## src/rtl/mem_arb_pkg.sv

```systemverilog
// Shared encodings for the instruction/data memory-port arbiter.
package mem_arb_pkg;

    typedef enum logic [1:0] {
        IDLE  = 2'd0,
        ISSUE = 2'd1,
        WAIT  = 2'd2
    } state_t;

    typedef enum logic [1:0] {
        NONE = 2'd0,
        IMEM = 2'd1,
        DMEM = 2'd2
    } owner_t;

    localparam logic [3:0] FETCH_MASK = 4'b1111;
    localparam int         CNT_W      = 4;

endpackage

```

## src/rtl/mem_arb_pick.sv

```systemverilog
// Purpose: combinational fetch/data tie-break with starvation counter update.
// Latency: zero (pure combinational).
// Backpressure: none; the caller decides when the result is consumed.
module mem_arb_pick
    import mem_arb_pkg::*;
#(
    parameter int STARVE_LIMIT = 4
) (
    input  logic             i_imem_req,
    input  logic             i_dmem_req,
    input  logic [CNT_W-1:0] i_starve_cnt,
    output logic             o_grant_imem,
    output logic             o_grant_dmem,
    output logic [CNT_W-1:0] o_next_cnt
);

    localparam logic [CNT_W-1:0] LIMIT = CNT_W'(STARVE_LIMIT);

    always_comb begin
        o_grant_imem = 1'b0;
        o_grant_dmem = 1'b0;
        o_next_cnt   = i_starve_cnt;
        if (i_imem_req && i_dmem_req) begin
            // Data wins ties until fetch has lost LIMIT times in a row.
            if (i_starve_cnt < LIMIT) begin
                o_grant_dmem = 1'b1;
                o_next_cnt   = i_starve_cnt + 1'b1;
            end else begin
                o_grant_imem = 1'b1;
                o_next_cnt   = '0;
            end
        end else if (i_imem_req) begin
            o_grant_imem = 1'b1;
            o_next_cnt   = '0;
        end else if (i_dmem_req) begin
            o_grant_dmem = 1'b1;
        end
    end

endmodule

```

## src/rtl/mem_arbiter.sv

```systemverilog
// Purpose: shares one request/ready/response memory port between fetch and data.
// Latency: request seen in cycle 0, issued in cycle 1, earliest response in cycle 2.
// Backpressure: holds the captured request on o_mem_* until i_mem_ready; one transaction in flight.
module mem_arbiter
    import mem_arb_pkg::*;
#(
    parameter int STARVE_LIMIT = 4
) (
    input  logic        i_clk,
    input  logic        i_rst_n,
    input  logic        i_imem_req,
    input  logic [31:0] i_imem_addr,
    output logic        o_imem_ready,
    output logic        o_imem_rvalid,
    output logic [31:0] o_imem_rdata,
    input  logic        i_dmem_req,
    input  logic [31:0] i_dmem_addr,
    input  logic        i_dmem_wen,
    input  logic [31:0] i_dmem_wdata,
    input  logic [3:0]  i_dmem_mask,
    output logic        o_dmem_ready,
    output logic        o_dmem_rvalid,
    output logic [31:0] o_dmem_rdata,
    output logic        o_mem_req,
    output logic [31:0] o_mem_addr,
    output logic        o_mem_wen,
    output logic [31:0] o_mem_wdata,
    output logic [3:0]  o_mem_mask,
    input  logic        i_mem_ready,
    input  logic        i_mem_rvalid,
    input  logic [31:0] i_mem_rdata,
    output logic        o_busy,
    output logic        o_proto_err
);

    state_t           r_state;
    owner_t           r_owner;
    logic [CNT_W-1:0] r_cnt;
    logic             r_mem_req;
    logic [31:0]      r_mem_addr;
    logic             r_mem_wen;
    logic [31:0]      r_mem_wdata;
    logic [3:0]       r_mem_mask;
    logic             r_busy;
    logic             r_proto_err;

    logic             w_grant_imem;
    logic             w_grant_dmem;
    logic [CNT_W-1:0] w_next_cnt;
    logic             w_arb_en;
    logic             w_own_i;
    logic             w_own_d;

    mem_arb_pick #(
        .STARVE_LIMIT (STARVE_LIMIT)
    ) u_pick (
        .i_imem_req   (i_imem_req),
        .i_dmem_req   (i_dmem_req),
        .i_starve_cnt (r_cnt),
        .o_grant_imem (w_grant_imem),
        .o_grant_dmem (w_grant_dmem),
        .o_next_cnt   (w_next_cnt)
    );

    // Re-arbitrating on the response edge avoids an IDLE bubble between transactions.
    assign w_arb_en = (r_state == IDLE) || ((r_state == WAIT) && i_mem_rvalid);

    always_ff @(posedge i_clk or negedge i_rst_n) begin
        if (!i_rst_n) begin
            r_state     <= IDLE;
            r_owner     <= NONE;
            r_cnt       <= '0;
            r_mem_req   <= 1'b0;
            r_mem_addr  <= '0;
            r_mem_wen   <= 1'b0;
            r_mem_wdata <= '0;
            r_mem_mask  <= '0;
            r_busy      <= 1'b0;
            r_proto_err <= 1'b0;
        end else begin
            if (i_mem_rvalid && (r_state != WAIT)) begin
                r_proto_err <= 1'b1;
            end
            if ((r_state == ISSUE) && i_mem_ready) begin
                r_state   <= WAIT;
                r_mem_req <= 1'b0;
            end
            if (w_arb_en) begin
                r_cnt <= w_next_cnt;
                if (w_grant_imem || w_grant_dmem) begin
                    r_state     <= ISSUE;
                    r_busy      <= 1'b1;
                    r_mem_req   <= 1'b1;
                    r_owner     <= w_grant_imem ? IMEM : DMEM;
                    r_mem_addr  <= w_grant_imem ? i_imem_addr : i_dmem_addr;
                    r_mem_wen   <= w_grant_dmem & i_dmem_wen;
                    r_mem_wdata <= w_grant_imem ? 32'd0 : i_dmem_wdata;
                    r_mem_mask  <= w_grant_imem ? FETCH_MASK : i_dmem_mask;
                end else begin
                    r_state <= IDLE;
                    r_busy  <= 1'b0;
                    r_owner <= NONE;
                end
            end
        end
    end

    assign w_own_i = (r_owner == IMEM);
    assign w_own_d = (r_owner == DMEM);

    assign o_imem_ready  = (r_state == ISSUE) && w_own_i && i_mem_ready;
    assign o_dmem_ready  = (r_state == ISSUE) && w_own_d && i_mem_ready;
    assign o_imem_rvalid = (r_state == WAIT) && w_own_i && i_mem_rvalid;
    assign o_dmem_rvalid = (r_state == WAIT) && w_own_d && i_mem_rvalid;
    assign o_imem_rdata  = ((r_state == WAIT) && w_own_i) ? i_mem_rdata : 32'd0;
    assign o_dmem_rdata  = ((r_state == WAIT) && w_own_d) ? i_mem_rdata : 32'd0;

    assign o_mem_req   = r_mem_req;
    assign o_mem_addr  = r_mem_addr;
    assign o_mem_wen   = r_mem_wen;
    assign o_mem_wdata = r_mem_wdata;
    assign o_mem_mask  = r_mem_mask;
    assign o_busy      = r_busy;
    assign o_proto_err = r_proto_err;

endmodule

```

## config.mk

```make
export PLATFORM = sky130hd
export DESIGN_NAME = mem_arbiter
export DESIGN_NICKNAME = d
export VERILOG_FILES = /design/src/rtl/mem_arb_pkg.sv /design/src/rtl/mem_arb_pick.sv /design/src/rtl/mem_arbiter.sv
export SDC_FILE = /design/constraint.sdc
export NUM_CORES = 1
export LEC_CHECK = 0
export CORE_MARGIN = 3
export CORE_UTILIZATION = 36
export DETAILED_ROUTE_END_ITERATION = 10
export GPL_TIMING_DRIVEN = 0
export PLACE_DENSITY = 0.89
export SYNTH_ARGS = -nofsm -noshare
export SYNTH_HDL_FRONTEND = slang
export SYNTH_SLANG_ARGS = --single-unit
export TNS_END_PERCENT = 100
```

## constraint.sdc

```tcl
create_clock -name i_clk -period 2.2 [get_ports i_clk]
set_clock_uncertainty 0.1 [all_clocks]
set_input_delay 0.66 -clock i_clk [delete_from_list [all_inputs] [get_ports i_clk]]
set_output_delay 0.66 -clock i_clk [all_outputs]
set_load 0.1 [all_outputs]
```

==> results of run 1 <==
through the flow:
stage | total power [mW] | instance area [um2] | utilization [%] | worst slack [ps] | cells
2_1_floorplan | 9.64 | 4340 | - | -170 | 399
3_3_place_gp | 11.8 | 7290 | 65.8 | -2340 | 816
3_5_place_dp | 12.0 | 7300 | 65.9 | -1440 | 817
4_1_cts | 13.9 | 8580 | 77.5 | -227 | 845
5_1_grt | 14.6 | 8700 | 78.6 | -295 | 851
6_report | 14.1 | 8700 | 78.6 | -274 | 851
layer usage:
layer,GRT usage (%),wire (um),up-vias
met1,30.8,7020,2349
met3,5.89,1350,64
met4,10.4,815,0
met5,0,0,-
met2,53.1,10800,287
li1,-,-,2076
how the worst max path moves through the flow:
stage	endpoint	slack [ps]
after floorplan	o_dmem_rdata[22]	-170
after global placement	o_mem_addr[4]	-2340
after detailed placement	o_imem_rdata[28]	-1440
after CTS	o_imem_rdata[20]	-230
after global routing	o_dmem_rdata[10]	-300
final	o_dmem_rdata[10]	-270
flip-flops by register name (all words and copies together), names as in the netlist:
name,flops
o_busy,1
o_mem_addr,32
o_mem_mask,4
o_mem_req,1
o_mem_wdata,32
o_mem_wen,1
o_proto_err,1
r_cnt,4
r_owner,2
r_state,2
cell families (layout without fill, tap and decap cells):
group | Yosys count | count (layout) | share of synthesized area (%)
AO/OA/AOI/OAI | 143 | 143 | 27.8
AND/OR/NAND/NOR | 121 | 122 | 17.0
flip-flops | 80 | 80 | 47.8
buffers and inverters | 51 | 362 | 6.34
multiplexers | 3 | 3 | 0.747
adder cells (fa/ha/maj) | 1 | 1 | 0.299
what timing repair did:
| action | 4_1_cts | 5_1_grt |
|---|---|---|
| pin swaps | 39 | 7 |
| cloned | 5 | 0 |
| setup buffers | 7 | 6 |
| setup endpoints to repair | 202 | 97 |
| endpoints found under the hold margin | 0 | 0 |
| resized for setup | 885 | 38 |
cell usage after synthesis (all sizes together):
| master | instances |
|---|---|
| o31ai | 1 |
| a22o | 32 |
| ha | 1 |
| nor3b | 1 |
| a31oi | 64 |
| a21o | 3 |
| a21oi | 2 |
| a2bb2oi | 4 |
| nand2 | 5 |
| or3b | 1 |
| buf | 14 |
| clkbuf | 29 |
| nor2b | 3 |
| a32o | 1 |
| and3 | 1 |
| o21ai | 35 |
| nand2b | 4 |
| nand3 | 33 |
| mux2i | 2 |
| inv | 7 |
| or2 | 1 |
| nor3 | 3 |
| dfrtp | 80 |
| o2111a | 1 |
| nor2 | 3 |
| clkinv | 1 |
| mux2 | 1 |
| and2 | 66 |
final cells by class:
class / count / area share [%]
clock inverter: 5 / 0.331
timing repair buffer: 295 / 42.9
multi-input combinational: 269 / 24.9
inverter: 8 / 0.345
buffer: 43 / 3.55
clock buffer: 11 / 2.90
sequential: 80 / 23.0
tap: 140 / 2.01
critical path: cells and delay by family, from the launching register on:
kind | cells | cell delay (ps)
DFF | 1 | 410
buffers and inverters | 3 | 460
and+or+nand+nor | 3 | 510
power breakdown:
group / switching, mW / total (mW) / internal (mW) / leakage (nW)
sequential: 0.460 / 2.60 / 2.14 / 0.948
clock: 0.599 / 1.42 / 0.822 / 0.145
combinational: 7.35 / 10.1 / 2.77 / 2.46
==> results.sh, run 1 <==
export IMPL_cp_start_kind="flop"
export IMPL_drive_gt1_share_pct=44.6
export IMPL_drt_iter0_drc=295
export IMPL_dieHeight_um=114
export IMPL_power_density_nw_per_um2=1630
export IMPL_clockBufferDepth=2
export IMPL_synthDominantCellAreaShare_pct=47.8
export IMPL_antennaDiodeCount=0
export IMPL_cts_hold_buffers=0
export IMPL_syn_avg_cell_area_um2=10.5
export IMPL_slew_viol_final=0
export IMPL_place_gp_congestion=0.841
export IMPL_clock_fmax_ghz=0.404
export IMPL_synth_nets=539
export IMPL_io_buffers=277
export IMPL_start_util_pct=37.8
export IMPL_drc=0
export IMPL_cp_end_kind="output port"
export IMPL_ir_drop_uv=1040
export IMPL_synthTopCellsByArea="dfrtp_1, and2_1, a31oi_2"
export IMPL_rsz0062_at_grt="true"
export IMPL_rrSetupSlack_ps=160
export IMPL_rows=38
export IMPL_via_per_inst=5.61
export IMPL_multi_input_area_um2=2160
export IMPL_max_slew_margin_pct=60.5
export IMPL_fillers=649
export IMPL_path_class="flop to output port"
export IMPL_cp_startpoint="r_state[0]"
export IMPL_r2r_end="o_mem_wdata[29]"
export IMPL_ys_seq_area_share_pct=47.8
export IMPL_hold_slack_ps=199
export IMPL_period_needed_ps=2470
export IMPL_finalNetCount=846
export IMPL_grt_pass1_wl_um=28300
export IMPL_num_vias=4776
export IMPL_ys_warn_count=0
export IMPL_yosys_register_bits=80
export IMPL_r2r_start="r_state[0]"
export IMPL_layout_common_cells="clkdlybuf4s50_1, dfrtp_1, clkdlybuf4s15_2"
export IMPL_violations="setup timing"
export IMPL_rr_worst_depth=6
export IMPL_layout_commonest_cell="clkdlybuf4s50_1"
export IMPL_antenna_found_initial=0
export IMPL_grt_pass1_vias=4969
export IMPL_finalHoldViolCount=0
export IMPL_tns_ps=-14350
export IMPL_worstPathArrival_ps=1710
export IMPL_power_leakage_nw=3.56
export IMPL_yosys_area_top_type="dfrtp_1"
export IMPL_drtPass1Iterations=5
export IMPL_min_path_type="primary input to asynchronous set/reset pin"
export IMPL_worstPathRequired_ps=1440
export IMPL_path_max_fanout=5
export IMPL_clkSinkCount=80
export IMPL_clk_latency_ps=330
export IMPL_io_pins=279
export IMPL_max_stage_delay_ps=410
export IMPL_cts_buffers=9
export IMPL_worstMarginPinSlew_ps=596
export IMPL_syn_instance_count=399
export IMPL_overflow=0
export IMPL_cts_root_buf="clkbuf_16"
export IMPL_drt_total_wl_um=20000
export IMPL_slowest_stage="dfrtp_2"
export IMPL_die_w_um=114
export IMPL_seqCellArea_um2=2010
export IMPL_outcome="finished, violations left"
export IMPL_fin_ws_ps=-274
export IMPL_ant_nets=0
export IMPL_path_clk_slew_ps=60
export IMPL_cts_tree="yes"
export IMPL_path_cells="nand2b_4 > nor2_4 > buf_6 > buf_8 > and2_4 > buf_12"
export IMPL_synth_distinct_cells=33
export IMPL_die_area_um2=13000
export IMPL_routedWlPerCell_um=23.5
export IMPL_syn_to_final_growth_pct=108
export IMPL_grt_start_max_net_pins=42
export IMPL_netlist_area_um2=4190
export IMPL_coreArea_um2=11100
export IMPL_grt_use_total_pct=28.1
export IMPL_fin_crit_sh_pct=112
export IMPL_htree_levels=3
export IMPL_cap_violations=0
export IMPL_dp_hpwl_um=12400
export IMPL_setup_viol=67
(Power assumes the default switching activity.)
==> run 2: changes to the inputs <==
--- a/config.mk
+++ b/config.mk
@@ -13,4 +13,4 @@
 export SYNTH_ARGS = -nofsm -noshare
 export SYNTH_HDL_FRONTEND = slang
 export SYNTH_SLANG_ARGS = --single-unit
-export TNS_END_PERCENT = 100
+export TNS_END_PERCENT = 1
==> constraint.sdc (replaced) <==
create_clock -name i_clk -period 2.7 [get_ports i_clk]
set_clock_uncertainty 0.1 [all_clocks]
set_input_delay 0.81 -clock i_clk [delete_from_list [all_inputs] [get_ports i_clk]]
set_output_delay 0.81 -clock i_clk [all_outputs]
set_load 0.1 [all_outputs]
==> results.sh, run 2 (synthesized netlist as in run 1, its figures left out) <==
export IMPL_outcome="finished, violations left"
export IMPL_violations="setup timing"
export IMPL_worstMarginPinSlew_ps=1010
export IMPL_p_clk_share_pct=10.5
export IMPL_cts_buffers=9
export IMPL_grt_start_max_net_pins=47
export IMPL_htree_levels=3
export IMPL_p_sw_share_pct=61.4
export IMPL_rrSetupSlack_ps=810
export IMPL_clockBufferDepth=2
export IMPL_hold_slack_ps=326
export IMPL_overflow=0
export IMPL_layout_common_cells="clkdlybuf4s50_1, dfrtp_1, dlygate4sd2_1"
export IMPL_drt_total_wl_um=16800
export IMPL_grt_pass1_wl_um=24800
export IMPL_endpoint="o_imem_ready"
export IMPL_p_int_mw=4.14
export IMPL_cp_end_kind="output port"
export IMPL_grt_use_total_pct=24.4
export IMPL_clk_latency_ps=320
export IMPL_num_vias=4495
export IMPL_cap_violations=0
export IMPL_min_path_type="primary input to asynchronous set/reset pin"
export IMPL_period_needed_ps=2770
export IMPL_clock_fmax_ghz=0.361
export IMPL_slew_viol_final=0
export IMPL_ir_drop_uv=871
export IMPL_worstPathArrival_ps=1860
export IMPL_grt_pass1_vias=4683
export IMPL_rr_worst_depth=5
export IMPL_start_util_pct=37.8
export IMPL_cp_start_kind="primary input"
export IMPL_power_leakage_nw=3.34
export IMPL_finalNetCount=829
export IMPL_place_area_um2=7170
export IMPL_worstPathRequired_ps=1790
export IMPL_layout_commonest_cell="clkdlybuf4s50_1"
export IMPL_setup_viol=29
export IMPL_p_switching_mw=6.59
export IMPL_tns_ps=-616
export IMPL_rows=38
export IMPL_slowest_stage="clkdlybuf4s50_1"
export IMPL_clkSinkCount=80
export IMPL_place_gp_congestion=0.870
export IMPL_drtPass1Iterations=4
export IMPL_rsz0062_at_grt="true"
export IMPL_via_per_inst=5.39
export IMPL_dieHeight_um=114
export IMPL_path_buf_inv=2
export IMPL_fin_crit_sh_pct=103
export IMPL_path_clk_slew_ps=60
export IMPL_io_buffers=277
export IMPL_drt_iter0_drc=208
export IMPL_design_area_um2=7980
export IMPL_path_cells="clkdlybuf4s50_1 > nand2_1 > nor3_2 > buf_6"
export IMPL_path_depth=4
export IMPL_ant_nets=0
export IMPL_drc=0
export IMPL_routedWlPerCell_um=20.1
export IMPL_cts_root_buf="clkbuf_16"
export IMPL_cp_startpoint="i_mem_ready"
export IMPL_finalHoldViolCount=0
export IMPL_cts_tree="yes"
export IMPL_r2r_end="o_mem_addr[10]"
export IMPL_seqPwrFrac_pct=19.2
export IMPL_dp_hpwl_um=12500
export IMPL_max_stage_delay_ps=510
export IMPL_antenna_found_initial=0
export IMPL_path_max_fanout=3
export IMPL_cpLargestDelayFamily="buffers and inverters"
export IMPL_r2r_start="r_state[0]"
export IMPL_fillers=774
export IMPL_path_class="primary input to output port"
export IMPL_syn_to_final_growth_pct=90.5
export IMPL_antennaDiodeCount=0
export IMPL_drive_gt1_share_pct=22.5
export IMPL_die_area_um2=13000
export IMPL_power_density_nw_per_um2=1340
export IMPL_io_pins=279
export IMPL_coreArea_um2=11100
export IMPL_max_slew_margin_pct=33.1
export IMPL_die_w_um=114
export IMPL_power_frac_comb_pct=70.3
export IMPL_fin_ws_ps=-70.0
run 2: what timing repair did:
action,CTS,global route
gates resized for setup,637,51
pin swaps,2,2
hold buffers,0,0
endpoints found under the setup margin,140,62
setup buffers,0,1
run 2: cell type report:
class	instances	area [um2]	area share (%)
Buffer	43	258	3.23
Clock buffer	9	225	2.82
Clock inverter	7	46.3	0.580
Inverter	8	30.0	0.377
Multi-Input combinational cell	268	1960	24.6
Sequential cell	80	2000	25.1
Tap cell	140	175	2.20
Timing Repair Buffer	279	3280	41.1
run 2: worst min-delay path by stage:
stage	slack [ps]	cells past startpoint	to
finish	330	1	o_mem_addr[17]
floorplan	360	1	r_owner[1]
detailed placement	370	1	o_busy
global route	350	1	o_mem_addr[17]
global placement	340	1	o_proto_err
CTS	340	1	o_mem_addr[17]
run 2: routing by layer:
metal	share of wire [%]	vias up	track usage, %
met5	0	-	0
met4	4.2	0	12.8
met3	6.2	40	4.51
met2	53	229	44.5
met1	37	2188	26.7
li1	-	2038	-
run 2: power by group through the flow:
stage          Combinational, mW  Sequential (mW)  Clock (mW)
2_1_floorplan               2.19             5.58           0
3_3_place_gp                7.50             2.06           0
3_5_place_dp                7.59             2.09           0
4_1_cts                     7.45             2.06        1.13
5_1_grt                     7.76             2.12        1.19
6_report                    7.54             2.06        1.12
run 2: stage by stage:
stage                     setup WS (ps)  instances  util [%]  total power, mW
final                             -70.0        834      72.0             10.7
after detailed placement           -974        817      64.7             9.68
after global routing               -108        834      72.0             11.1
after floorplan                    -277        399         -             7.77
after global placement            -1960        816      64.5             9.56
after CTS                         -63.9        833      70.2             10.6
==> run 3: changes to the inputs <==
--- a/config.mk
+++ b/config.mk
@@ -9,7 +9,7 @@
 export CORE_UTILIZATION = 36
 export DETAILED_ROUTE_END_ITERATION = 10
 export GPL_TIMING_DRIVEN = 0
-export PLACE_DENSITY = 0.89
+export PLACE_DENSITY = 0.83
 export SYNTH_ARGS = -nofsm -noshare
 export SYNTH_HDL_FRONTEND = slang
 export SYNTH_SLANG_ARGS = --single-unit
==> results.sh, run 3 (synthesized netlist as in run 1, its figures left out) <==
export IMPL_num_vias=4425
export IMPL_clockBufferDepth=2
export IMPL_cts_root_buf="clkbuf_16"
export IMPL_slowest_stage="dfrtp_1"
export IMPL_max_slew_margin_pct=31.7
export IMPL_place_gp_congestion=0.850
export IMPL_io_buffers=277
export IMPL_seqPwrFrac_pct=19.1
export IMPL_drive_gt1_share_pct=22.5
export IMPL_p_switching_mw=6.64
export IMPL_cp_end_kind="output port"
export IMPL_dp_hpwl_um=12800
export IMPL_final_cells=834
export IMPL_seqCellArea_um2=2000
export IMPL_die_w_um=114
export IMPL_path_cells="nand2b_1 > nor2_4 > clkbuf_4 > and2_1 > buf_12"
export IMPL_dieHeight_um=114
export IMPL_clock_fmax_ghz=0.372
export IMPL_cap_violations=0
export IMPL_path_max_fanout=10
export IMPL_rows=38
export IMPL_place_area_um2=7170
export IMPL_grt_pass1_wl_um=24700
export IMPL_drt_total_wl_um=16600
export IMPL_power_leakage_nw=3.34
export IMPL_multi_input_area_um2=1970
export IMPL_finalNetCount=828
export IMPL_power_density_nw_per_um2=1370
export IMPL_grt_start_max_net_pins=74
export IMPL_max_stage_delay_ps=410
export IMPL_p_sw_share_pct=61.5
export IMPL_slew_viol_final=0
export IMPL_p_clk_share_pct=11.2
export IMPL_via_per_inst=5.31
export IMPL_start_util_pct=37.8
export IMPL_drtPass1Iterations=4
export IMPL_htree_levels=3
export IMPL_grt_use_total_pct=24.2
export IMPL_rsz0062_at_grt="true"
export IMPL_worstPathArrival_ps=1780
export IMPL_syn_to_final_growth_pct=87.6
export IMPL_design_area_um2=7850
export IMPL_fin_ws_ps=13.2
export IMPL_outcome="complete, no violations"
export IMPL_clk_latency_ps=330
export IMPL_fillers=830
export IMPL_antenna_found_initial=1
export IMPL_io_pins=279
export IMPL_cts_buffers=9
export IMPL_ir_drop_uv=937
export IMPL_die_area_um2=13000
export IMPL_coreArea_um2=11100
export IMPL_setup_viol=0
export IMPL_ant_nets=0
export IMPL_layout_commonest_cell="clkdlybuf4s50_1"
export IMPL_grt_pass1_vias=4629
export IMPL_layout_common_cells="clkdlybuf4s50_1, dfrtp_1, dlygate4sd2_1"
export IMPL_clkSinkCount=80
export IMPL_drt_iter0_drc=209
export IMPL_cts_tree="yes"
export IMPL_overflow=0
export IMPL_path_class="flop to output port"
export IMPL_cp_start_kind="flop"
export IMPL_fin_crit_sh_pct=99.5
export IMPL_cts_hold_buffers=0
export IMPL_worstPathRequired_ps=1790
export IMPL_power_frac_comb_pct=69.7
export IMPL_min_path_type="primary input to asynchronous set/reset pin"
export IMPL_path_clk_slew_ps=70
export IMPL_routedWlPerCell_um=19.9
export IMPL_dp_slack_ps=-984
export IMPL_period_needed_ps=2690
export IMPL_drc=0
export IMPL_place_inst=817
export IMPL_finalHoldViolCount=0
export IMPL_worstMarginPinSlew_ps=1030
export IMPL_p_int_mw=4.16
export IMPL_hold_slack_ps=191
==> run 3: cell count changes in the layout (fill, tap and decap cells not counted), moves of 3 or more <==
cell	change
buf_12	-17
buf_4	-4
buf_6	+19
clkbuf_4	+3
clkinv_2	-3
clkinvlp_4	-3
==> run 3: metrics by stage <==
stage                     power [mW]  setup TNS [ps]  utilization [%]
after floorplan                 7.77           -1090                -
after global placement          9.60         -218850             64.5
after detailed placement        9.70          -61010             64.7
after CTS                       10.7            -179             68.7
after global routing            11.1           -1100             70.9
final                           10.8               0             70.9
==> run 3: final timing paths <==
kind                                     to  slack, ps  cells after the start        start
max                        o_dmem_rdata[16]         10                      5   r_owner[0]
min                           o_mem_addr[9]        190                      1      i_rst_n
max reg2reg                  o_mem_wdata[8]        790                      5   r_state[0]
min reg2reg                     o_proto_err        350                      1  o_proto_err
max in group asynchronous        r_state[1]       1700                      2      i_rst_n
min in group i_clk              o_proto_err        350                      1  o_proto_err
==> run 3: per-layer routing <==
metal  track usage (%)  wire, um
met1              26.2      5900
met2              46.9      9130
met3              4.99      1170
met4              7.28       399
met5                 0         0
==> run 3: worst max-delay path, delay by kind of cell, from the launching register on <==
| family | cells | cell delay [ps] |
|---|---|---|
| buf+inv | 2 | 410 |
| flops | 1 | 410 |
| simple gates | 3 | 630 |
==> run 3: cell type report <==
cell class	count	area share, %
sequential	80	25.5
buffer	43	3.28
clock inverter	6	0.733
antenna	1	0.0319
multi-input combinational	268	25.1
timing repair buffer	278	39.7
inverter	8	0.382
tap	140	2.23
clock buffer	10	3.04
==> run 3: power by group through the flow <==
stage	sequential (mW)	clock, mW	combinational (mW)
after floorplan	5.58	0	2.19
after global placement	2.06	0	7.54
after CTS	2.06	1.22	7.42
final	2.07	1.21	7.52
after global routing	2.13	1.27	7.74
after detailed placement	2.09	0	7.61
==> run 3: timing repair <==
| action | CTS | global route |
|---|---|---|
| pin swaps | 2 | 1 |
| setup buffers | 0 | 0 |
| gates resized for setup | 594 | 60 |
| setup endpoints to repair | 140 | 62 |
